==> src/rtl/tmr_pkg.sv <==
// Shared definitions for the TMR voter: lane indices, operating modes,
// the bitwise majority primitive and run-counter width sizing.
package tmr_pkg;

    localparam int LANE_A    = 0;
    localparam int LANE_B    = 1;
    localparam int LANE_C    = 2;
    localparam int NUM_LANES = 3;

    typedef enum logic {
        MODE_TMR      = 1'b0,
        MODE_DEGRADED = 1'b1
    } mode_e;

    function automatic logic maj3(input logic a, input logic b, input logic c);
        return (a & b) | (a & c) | (b & c);
    endfunction

    // Run counters must hold 0..thresh inclusive.
    function automatic int run_width(input int thresh);
        return (thresh < 1) ? 1 : $clog2(thresh + 1);
    endfunction

endpackage

==> src/rtl/tmr_lane_monitor.sv <==
// Per-lane run counter: counts consecutive valid samples where this lane is
// the sole minority and flags the sample whose increment reaches the threshold.
module tmr_lane_monitor #(
    parameter int FAIL_THRESH = 8,
    parameter int RUN_W       = 4
) (
    input  logic clk,
    input  logic rst,
    input  logic soleMinority,
    input  logic agree,
    input  logic advance,
    input  logic clr,
    output logic thresholdHit
);

    localparam logic [RUN_W-1:0] THRESH = RUN_W'(FAIL_THRESH);

    logic [RUN_W-1:0] runCnt;
    logic [RUN_W-1:0] incCnt;

    assign incCnt       = runCnt + RUN_W'(1);
    assign thresholdHit = advance && soleMinority && (incCnt == THRESH);

    // Samples where the lane is neither sole minority nor agreeing leave the count alone.
    always_ff @(posedge clk or posedge rst) begin
        if (rst) begin
            runCnt <= '0;
        end else if (clr) begin
            runCnt <= '0;
        end else if (advance) begin
            if (soleMinority) begin
                if (runCnt != THRESH) begin
                    runCnt <= incCnt;
                end
            end else if (agree) begin
                runCnt <= '0;
            end
        end
    end

endmodule

==> src/rtl/tmr_voter_monitor.sv <==
// Registered TMR voter with disagreement classification, per-lane fault run
// tracking, single-lane retirement and degraded 2-of-2 compare mode.
module tmr_voter_monitor
    import tmr_pkg::*;
#(
    parameter int WIDTH       = 1,
    parameter int CNT_W       = 16,
    parameter int FAIL_THRESH = 8
) (
    input  logic             clk,
    input  logic             rst,
    input  logic [WIDTH-1:0] inA,
    input  logic [WIDTH-1:0] inB,
    input  logic [WIDTH-1:0] inC,
    input  logic             inValid,
    input  logic             clrErr,
    output logic [WIDTH-1:0] out,
    output logic             outValid,
    output logic             tmrErr,
    output logic [2:0]       laneFault,
    output logic             multiErr,
    output logic [2:0]       laneFailed,
    output logic [CNT_W-1:0] errCnt
);

    localparam int RUN_W = run_width(FAIL_THRESH);

    mode_e            mode;
    logic [WIDTH-1:0] maj;
    logic [2:0]       diff;
    logic             diffMulti;
    logic [WIDTH-1:0] pairX;
    logic [WIDTH-1:0] pairY;
    logic [WIDTH-1:0] nextOut;
    logic             nextErr;
    logic [2:0]       nextFault;
    logic             nextMulti;
    logic [2:0]       agreeVec;
    logic [2:0]       hitVec;
    logic [2:0]       failSel;
    logic             advance;

    assign mode = (laneFailed != 3'b000) ? MODE_DEGRADED : MODE_TMR;

    // Bitwise vote and per-lane disagreement against the majority.
    always_comb begin
        maj = '0;
        for (int i = 0; i < WIDTH; i++) begin
            maj[i] = maj3(inA[i], inB[i], inC[i]);
        end
        diff[LANE_A] = (inA != maj);
        diff[LANE_B] = (inB != maj);
        diff[LANE_C] = (inC != maj);
        diffMulti    = maj3(diff[LANE_A], diff[LANE_B], diff[LANE_C]);
    end

    // In degraded mode the two surviving lanes are compared directly.
    always_comb begin
        pairX     = inA;
        pairY     = inB;
        nextOut   = out;
        nextErr   = 1'b0;
        nextFault = 3'b000;
        nextMulti = 1'b0;
        if (laneFailed[LANE_A]) begin
            pairX = inB;
            pairY = inC;
        end else if (laneFailed[LANE_B]) begin
            pairY = inC;
        end
        if (mode == MODE_TMR) begin
            nextOut   = maj;
            nextErr   = |diff;
            nextMulti = diffMulti;
            nextFault = diffMulti ? 3'b000 : diff;
        end else if (pairX == pairY) begin
            nextOut = pairX;
        end else begin
            nextErr   = 1'b1;
            nextMulti = 1'b1;
        end
    end

    assign advance  = inValid && (mode == MODE_TMR) && !clrErr;
    assign agreeVec = ~diff & {3{~diffMulti}};

    for (genvar g = 0; g < NUM_LANES; g++) begin : gLane
        tmr_lane_monitor #(
            .FAIL_THRESH(FAIL_THRESH),
            .RUN_W      (RUN_W)
        ) laneMon (
            .clk         (clk),
            .rst         (rst),
            .soleMinority(nextFault[g]),
            .agree       (agreeVec[g]),
            .advance     (advance),
            .clr         (clrErr),
            .thresholdHit(hitVec[g])
        );
    end

    // Only the lowest-index lane is retired if several hit together.
    always_comb begin
        failSel = 3'b000;
        if (hitVec[LANE_A]) begin
            failSel = 3'b001;
        end else if (hitVec[LANE_B]) begin
            failSel = 3'b010;
        end else if (hitVec[LANE_C]) begin
            failSel = 3'b100;
        end
    end

    always_ff @(posedge clk or posedge rst) begin
        if (rst) begin
            out        <= '0;
            outValid   <= 1'b0;
            tmrErr     <= 1'b0;
            laneFault  <= 3'b000;
            multiErr   <= 1'b0;
            laneFailed <= 3'b000;
            errCnt     <= '0;
        end else begin
            outValid <= inValid;
            if (inValid) begin
                out       <= nextOut;
                tmrErr    <= nextErr;
                laneFault <= nextFault;
                multiErr  <= nextMulti;
            end else begin
                tmrErr    <= 1'b0;
                laneFault <= 3'b000;
                multiErr  <= 1'b0;
            end
            if (clrErr) begin
                errCnt     <= '0;
                laneFailed <= 3'b000;
            end else begin
                if (inValid && nextErr && (errCnt != {CNT_W{1'b1}})) begin
                    errCnt <= errCnt + CNT_W'(1);
                end
                if (failSel != 3'b000) begin
                    laneFailed <= failSel;
                end
            end
        end
    end

endmodule

==> config.mk <==
export PLATFORM = sky130hd
export DESIGN_NAME = tmr_voter_monitor
export DESIGN_NICKNAME = d
export VERILOG_FILES = /design/src/rtl/tmr_pkg.sv /design/src/rtl/tmr_lane_monitor.sv /design/src/rtl/tmr_voter_monitor.sv
export SDC_FILE = /design/constraint.sdc
export NUM_CORES = 1
export LEC_CHECK = 0
export CAP_MARGIN = 20
export CORE_MARGIN = 4
export CORE_UTILIZATION = 35
export DETAILED_ROUTE_END_ITERATION = 12
export GPL_TIMING_DRIVEN = 1
export PLACE_DENSITY = 0.65
export SLEW_MARGIN = 20
export SYNTH_ARGS = -nofsm -noshare
export SYNTH_HDL_FRONTEND = slang
export SYNTH_SLANG_ARGS = --single-unit
==> constraint.sdc <==
create_clock -name clk -period 3.1 [get_ports clk]
set_clock_uncertainty 0.2 [all_clocks]
set_input_delay 0.31 -clock clk [delete_from_list [all_inputs] [get_ports clk]]
set_output_delay 0.31 -clock clk [all_outputs]
set_load 0.03 [all_outputs]
Yosys cells after proc, flatten, opt, wreduce, memory -nomap -nowiden --
Cells that the tools add are included.
Word-level totals: flip-flop bits (word level) 38, input port bits 7, output and inout port bits 26, logic and storage cells 103
Operators by class: $add $sub $neg 4, equal/unequal tests 15, multiplexer cells 36, bitwise logic cells 14, reductions and logical operators 24
Operators by type and width (count):
- $mux 4 | 15
- $mux 16 | 2
- $mux 3 | 8
- $add 16x1->16 const B | 1
- $ne 16x16->1 const B | 1
- $reduce_bool 3->1 | 5
- $add 4x1->4 const B | 3
- $eq 4x4->1 const B | 3
- $ne 4x4->1 const B | 3
- $mux 1 | 11
- $logic_and 1x1->1 | 10
- $ne 3x2->1 const B | 3
- $reduce_and 3->1 | 3
- $and 1x1->1 | 6
- $reduce_bool 2->1 | 3
- $or 1x1->1 | 4
- $and 3x3->3 | 1
- $ne 1x1->1 | 3
- $not 3->3 | 1
- $reduce_or 3->1 | 1
- $ne 2x1->1 const B | 1
- $not 1->1 | 2
- $reduce_and 2->1 | 1
- $eq 1x1->1 | 1
- $logic_not 1->1 | 1

Logic depth before layout (Yosys ltp) --
word-level depth 17, gate-level depth with buffers 7, gate-level depth less buffers 7

Cells and area by module --
A second synthesis with hierarchy kept.
Unflattened totals: cell total of the unflattened synthesis 259, area, all modules 2361.0 µm²
Modules (own cells, without submodules):
- tmr_voter_monitor | instances 1, cells an instance 163, area an instance 1471.4 µm², seq. area each 650.6 µm²
- tmr_lane_monitor | instances 3, cells an instance 32, area an instance 296.5 µm², seq. area each 100.1 µm²

Worst setup path after synthesis --
No wires, ideal clock.
path type flip-flop to flip-flop, from register errCnt[0], to register errCnt[13], library setup time 78 ps, arrival time 1860 ps, data required time 2822 ps, setup slack 962 ps, cell stages (with the launch flop) 8, path buffers 1, period minus slack after synthesis 2138 ps, cell sequence dfrtp_1 > ha_1 > and4_1 > nand4bb_1 > buf_2 > nand4_1 > or3_1 > a21oi_1
Between the ends: word-level cells in the longest chain between the ends 3, elaborated cells on any way between the ends 6, those cells by class add/sub: 1; eq/ne: 1; mux: 2; reduce/logical: 2
RTL lines:
- start, declared | line tmr_voter_monitor.sv:23 | output logic [CNT_W-1:0] errCnt
- start signal, assigned | line tmr_voter_monitor.sv:140 | errCnt <= errCnt + CNT_W'(1);
- $add 16x1->16 / $ne 16x16->1 (equally long branches) | line tmr_voter_monitor.sv:140, tmr_voter_monitor.sv:139
- $mux 16 / $logic_and 1x1->1 (equally long branches) | line tmr_voter_monitor.sv:139 | if (inValid && nextErr && (errCnt != {CNT_W{1'b1}})) begin
- $mux 16 / $reduce_bool 2->1 (equally long branches)
Several ways; a longest one is shown, not always the timed one. The select of a mux whose other input is x is not followed. A chain may end at the register's enable or synchronous reset.

Worst setup path after layout --
from input inA, to register errCnt[6]
Between the ends: word-level cells in the longest chain between the ends 9, elaborated cells on any way between the ends 15, those cells by class eq/ne: 4; mux: 3; bitwise: 4; reduce/logical: 4
RTL lines:
- start, declared | line tmr_voter_monitor.sv:12 | input logic [WIDTH-1:0] inA,
- $and 1x1->1 | line tmr_pkg.sv:16 | return (a & b) | (a & c) | (b & c);
- $or 1x1->1 (2 in series) | line tmr_pkg.sv:16
- $ne 1x1->1 (on tied branches) | line tmr_voter_monitor.sv:51, tmr_voter_monitor.sv:52, tmr_voter_monitor.sv:53
- $reduce_or 3->1 | line tmr_voter_monitor.sv:73 | nextErr = |diff;
- $mux 1 * | line tmr_voter_monitor.sv:71 | if (mode == MODE_TMR) begin
- $logic_and 1x1->1 * (2 in series) | line tmr_voter_monitor.sv:139
- $reduce_bool 2->1 (no line) *
Every way passes the cells marked *; elsewhere a longest branch is shown, timed or not.

==> results.cfg <==
[clock_network]
postCtsResizedCells = 0
cts.path.max_buffers = 2
clockRootBuffer = clkbuf_8
htree_levels = 2
cts_tree = yes
clock-sinks = 38
cts_setup_buffers = 0
insertion_delay_ns = 0.29
clkTransAtPathRegs_ns = 0.08
holdBufCountCts = 0
cts-buffers-inserted = 5

[power]
seqPwrFrac_pct = 52.1
clkPwrFrac_pct = 36.2
p_leak_nw = 1.136
powerDensity_mw_per_mm2 = 355.5
switching_share_pct = 26.06
ir_worst_vdd_uv = 165.2
internal_power_w = 0.0007266
p_comb_share_pct = 11.7
p_sw_w = 0.0002560

[synthesis]
synth_top_family_by_area = simple AND/OR/NAND/NOR gates
muxShareOfSynthArea_pct = 0.9254
async_flop_share_pct = 100.0
yosys.area_share.simple_pct = 25.64
synth_cell_types = 51
synth_fp_nets = 271
syn_inst = 254
synth-edff-count = 0
synth-seq-cells = 38
synth.avg_cell_area_um2 = 9.049
syn_area_mm2 = 0.002298
ys_warn_count = 0
synth_ff_type = dfrtp_1
synth-compound-area-share_pct = 19.22
synth_xor_area_share_pct = 2.286
yosysSeqAreaShare_pct = 41.37
synth-adder-area-share_pct = 5.444

[global_route]
grt_max_degree = 39
grt_pass1_vias = 1783
grt_use_total_pct = 13.38
grt_first_pass_wirelength_um = 8397
globalRouteOverflowTotal = 0
antenna_found_initial = 0

[routing]
drc_errors = 0
wire_per_inst_um = 13.83
postRouteAntennaNets = 0
drt_iter0_drc = 63
firstDrtPassIters = 4
num_vias = 1948
via_per_inst = 5.381
wl_um = 5008

[timing]
finalSetupViolations = 0
tightest_slew_ns = 0.7496
fmax_ghz = 0.3994
fin_crit_ns = 2.503
relSlewSlack_pct = 49.87
slew_viol_final = 0
hold_violations = 0
fin_setup_tns_ns = 0
fin_crit_sh_pct = 80.76
rsz0062_at_grt = false

[setup_path]
crit_path_start_kind = input port
end_kind = flop
worstPathArrival_ns = 2.49
critical_path_class = in2reg
crit_required_ns = 3.09
cp_max_fo = 27

[floorplanning]
pin_count = 33
dieArea_mm2 = 0.007927
num_rows = 29
coreArea_mm2 = 0.006350
start_util_pct = 36.20
dieHeight_um = 89.04
chipWidth_um = 89.04

[flow_run]
drv_cap = 0

[cells_and_area]
layout-drive-gt1-share_pct = 6.667
nFillCells = 624
most-common-layout-cells = 38 x dfrtp_1, 32 x clkdlybuf4s50_1, 27 x o21ai_0
mostFrequentLayoutCell = dfrtp_1
areaGrowthSynthToFinish_pct = 20.25
fin_util_pct = 43.53
final_nets = 301
final_cells = 362
antenna_cells = 0

[run_status]
outcome = finished clean

[place]
gp_congestion = 0.7106
dp.cells = 354
place_hpwl_um = 3478
portBuffers = 32

[worst_hold_path]
hold_path.class = in2async
[cell type report]
| class | instances | area (µm²) | area share [%] |
|---|---|---|---|
| Clock inverter | 1 | 5.005 | 0.1811 |
| Timing Repair Buffer | 35 | 342.8 | 12.40 |
| Multi-Input combinational cell | 190 | 1230 | 44.50 |
| Tap cell | 77 | 96.34 | 3.486 |
| Clock buffer | 7 | 86.33 | 3.124 |
| Sequential cell | 38 | 950.9 | 34.40 |
| Inverter | 14 | 52.55 | 1.901 |
[kinds of logic (layout without fill, tap and decap cells)]
family / count (synthesis) / after routing
xor gates and xnor gates: 6 / 6
DFF: 38 / 38
buffers and inverters: 26 / 57
AOI/OAI and AO/OA: 70 / 70
muxes: 2 / 2
and+or+nand+nor: 102 / 102
adders and majority gates: 10 / 10
[stage by stage]
step	worst slack (ns)	hold WS, ns	power (W)	instance area, µm²
final	0.5965	0.2334	0.0009826	2764
after global routing	0.4396	0.2980	0.001032	2764
after CTS	0.6023	0.2642	0.0009947	2764
after detailed placement	0.3286	0.2907	0.0006386	2673
after global placement	0.3913	0.2811	0.0006370	2673
after floorplan	0.9621	0.1414	0.0005977	2298
[power groups by stage]
stage	Sequential (W)	Clock (W)	Combinational (W)
after floorplan	0.000536	0	0.0000618
after global placement	0.000522	0	0.000115
after detailed placement	0.000522	0	0.000117
after CTS	0.000512	0.000365	0.000117
after global routing	0.000513	0.000391	0.000128
final	0.000512	0.000355	0.000115
[sequential cells by signal, summed over array words and instances (netlist names)]
name,count
errCnt,16
gLane.laneMon.runCnt,12
laneFailed,3
laneFault,3
multiErr,1
out,1
outValid,1
tmrErr,1
[worst paths after layout]
path	cells after the start	to	startpoint	slack [ns]
min in group clk	1	errCnt[15]	errCnt[15]	0.31
min	3	errCnt[13]	rst	0.23
max reg2reg	6	errCnt[7]	errCnt[0]	0.73
max	7	errCnt[6]	inA	0.60
min reg2reg	1	errCnt[15]	errCnt[15]	0.31
max in group asynchronous	3	laneFault[0]	rst	2.11
[worst max-delay path: stages]
cell and delay [ns]:
clkdlybuf4s50_1 0.60, xnor2_1 0.35, a22oi_2 0.15, o211ai_4 0.48, inv_1 0.19, and2_1 0.21
a31o_2 0.20
[cells in the mapped netlist (all sizes together) (2+ instances only)]
cell type / number / area share [%]
nand2b: 4 / 1.1
o211ai: 2 / 1.3
nor3: 6 / 1.3
inv: 14 / 2.3
and3b: 3 / 1.1
a21oi: 20 / 4.5
a22oi: 2 / 0.87
ha: 10 / 5.4
nor2: 13 / 2.1
nor2b: 3 / 0.82
nand4bb: 2 / 0.98
nand2: 20 / 3.3
nand4: 7 / 1.9
buf: 7 / 2.0
a31oi: 4 / 1.1
nor3b: 6 / 2.0
dfrtp: 38 / 41
and4: 3 / 1.1
xor2: 4 / 1.5
and3: 4 / 1.1
or2: 2 / 0.54
clkbuf: 5 / 0.82
or3: 10 / 2.7
or4: 2 / 0.65
o21a: 2 / 0.65
and2: 3 / 0.82
nand3: 11 / 2.4
o21ai: 27 / 5.9
o211a: 2 / 0.87
xnor2: 2 / 0.76
[per-layer routing]
layer  track usage (%)  vias to the layer above  part of all wire (%)  routed length, µm
met5                 0                        -                     0                  0
met4             3.518                        0                   1.0                 51
met3             2.949                        4                   3.5                175
met2             22.27                       26                    48               2396
met1             17.65                      939                    48               2384
li1                  -                      979                     -                  -
Power figures use the tool's default switching activity.
==> edit, RTL diff (same flow settings) <==
Register the inputs `inA`, `inB`, `inC`, `inValid` and `clrErr` before use, without a reset. The logic sees them one clock later.
--- a/src/rtl/tmr_voter_monitor.sv
+++ b/src/rtl/tmr_voter_monitor.sv
@@ -27,2 +27,16 @@
 
+    logic [WIDTH-1:0] inA_q;
+    logic [WIDTH-1:0] inB_q;
+    logic [WIDTH-1:0] inC_q;
+    logic inValid_q;
+    logic clrErr_q;
+
+    always_ff @(posedge clk) begin
+        inA_q     <= inA;
+        inB_q     <= inB;
+        inC_q     <= inC;
+        inValid_q <= inValid;
+        clrErr_q  <= clrErr;
+    end
+
     mode_e            mode;
@@ -48,7 +62,7 @@
         for (int i = 0; i < WIDTH; i++) begin
-            maj[i] = maj3(inA[i], inB[i], inC[i]);
+            maj[i] = maj3(inA_q[i], inB_q[i], inC_q[i]);
         end
-        diff[LANE_A] = (inA != maj);
-        diff[LANE_B] = (inB != maj);
-        diff[LANE_C] = (inC != maj);
+        diff[LANE_A] = (inA_q != maj);
+        diff[LANE_B] = (inB_q != maj);
+        diff[LANE_C] = (inC_q != maj);
         diffMulti    = maj3(diff[LANE_A], diff[LANE_B], diff[LANE_C]);
@@ -58,4 +72,4 @@
     always_comb begin
-        pairX     = inA;
-        pairY     = inB;
+        pairX     = inA_q;
+        pairY     = inB_q;
         nextOut   = out;
@@ -65,6 +79,6 @@
         if (laneFailed[LANE_A]) begin
-            pairX = inB;
-            pairY = inC;
+            pairX = inB_q;
+            pairY = inC_q;
         end else if (laneFailed[LANE_B]) begin
-            pairY = inC;
+            pairY = inC_q;
         end
@@ -83,3 +97,3 @@
 
-    assign advance  = inValid && (mode == MODE_TMR) && !clrErr;
+    assign advance  = inValid_q && (mode == MODE_TMR) && !clrErr_q;
     assign agreeVec = ~diff & {3{~diffMulti}};
@@ -96,3 +110,3 @@
             .advance     (advance),
-            .clr         (clrErr),
+            .clr         (clrErr_q),
             .thresholdHit(hitVec[g])
@@ -123,4 +137,4 @@
         end else begin
-            outValid <= inValid;
-            if (inValid) begin
+            outValid <= inValid_q;
+            if (inValid_q) begin
                 out       <= nextOut;
@@ -134,3 +148,3 @@
             end
-            if (clrErr) begin
+            if (clrErr_q) begin
                 errCnt     <= '0;
@@ -138,3 +152,3 @@
             end else begin
-                if (inValid && nextErr && (errCnt != {CNT_W{1'b1}})) begin
+                if (inValid_q && nextErr && (errCnt != {CNT_W{1'b1}})) begin
                     errCnt <= errCnt + CNT_W'(1);
Behaviour: not the same (a bounded check fails within 4 cycles, from zero or initial values and one cycle with rst high).
==> edit against the unedited design <==
  * Sequential power grew 15%
  * Worst setup slack gained 0.22 ns
  * Routed wire length up 4.2%
  * Total power grew 17%
  * Maximum frequency grew 9.5%
  * Utilization is 0.90 points higher
  * Area after synthesis rose by 4.8%
  * Sequential cell count increased by 5
  * Global-route usage shrank 0.31 points
  * Final area rose by 5.0%
==> edit: results (changes against the unedited design) <==
Place WS 0.798 ns (was 0.329 ns); RD Place Congestion 0.850 (was 0.711); Gate power share 0.085 (was 0.117); Fillers 619 (was 624); Avg Cell Area, Syn 9.60 um^2 (was 9.05 um^2); DR WL met3 165 um (was 175 um); async set-or-reset flop fraction in the synthesized netlist 0.884 (was 1.00); Sw Ratio 0.240 (was 0.261); leakage 1.16 nW (was 1.14 nW); Area contributors post-synth dfrtp_1, ha_1, dfxtp_1, a21oi_1, o21ai_0 (was dfrtp_1, o21ai_0, ha_1, a21oi_1, nand2_1); outcome complete, no violations (unchanged); syn_nets 268 (was 271); crit-path max FO 13 (was 27); Power Density 395 nW/um^2 (was 356 nW/um^2); number of library cell types mapped by synthesis 50 (was 51); DP Cell Count 352 (was 354); Metal-1 WL 2500 um (was 2380 um); starting DRC count in detailed routing 47 (was 63); setup slack after layout 0.814 ns (was 0.597 ns); Reg2Reg Setup Slack 0.81 ns (was 0.73 ns); final instance area 2900 um^2 (was 2760 um^2); Placed Area 2780 um^2 (was 2670 um^2); Seq/Total Area, Yosys 0.436 (was 0.414); met2 routed WL 2440 um (was 2400 um); detailed placement HPWL 3690 um (was 3480 um); vias per std cell 5.47 (was 5.38); sequential share of power 0.513 (was 0.521); nets 299 (was 301)
[edit: cell count changes in the layout (fill, tap and decap cells not counted), sizes merged, moves of 4 or more]
cell    delta
nand2      -4
a31oi      -4
o21ai     -11
nand3b     +4
or3        -5
xnor2      +5
mux2       +4
nand3      -5
o31ai      +7
xor2       -4
dfxtp      +5
[edit: final timing paths]
| check | startpoint | endpoint | depth (start not counted) |
|---|---|---|---|
| worst max register to register | inC_q$_DFF_P_ | errCnt[14]$_DFFE_PP0P_ | 5 |
| worst max-delay path | inC_q$_DFF_P_ | errCnt[14]$_DFFE_PP0P_ | 5 |
| worst min-delay path | rst | errCnt[11]$_DFFE_PP0P_ | 3 |
| worst min register to register | inValid_q$_DFF_P_ | outValid$_DFF_PP0_ | 0 |
| min in group clk | inValid_q$_DFF_P_ | outValid$_DFF_PP0_ | 0 |
| max in group asynchronous | rst | gLane[1].laneMon.runCnt[2]$_DFFE_PP0P_ | 3 |
[edit: logic make-up (layout without fill, tap and decap cells)]
group                      count (synthesis)  after routing  synth area share
AOI/OAI and AO/OA                         64             64             0.172
buffers and inverters                     28             60            0.0530
adders and majority gates                 10             10            0.0519
DFF                                       43             43             0.436
muxes                                      6              6            0.0275
xor gates and xnor gates                   7              7            0.0255
and+or+nand+nor                           93             93             0.234
[edit: layout make-up]
class | count | area share
clock buffer | 6 | 0.0285
clock inverter | 2 | 0.0121
inverter | 17 | 0.0220
multi-input combinational | 180 | 0.424
sequential | 43 | 0.362
tap | 77 | 0.0332
timing repair buffer | 35 | 0.118
[edit: metal layers]
| layer | global-route usage | vias to the layer above |
|---|---|---|
| met4 | 0.0628 | 0 |
| met3 | 0.0248 | 7 |
| met2 | 0.205 | 29 |
| li1 | - | 984 |
| met1 | 0.174 | 949 |
| met5 | 0 | - |
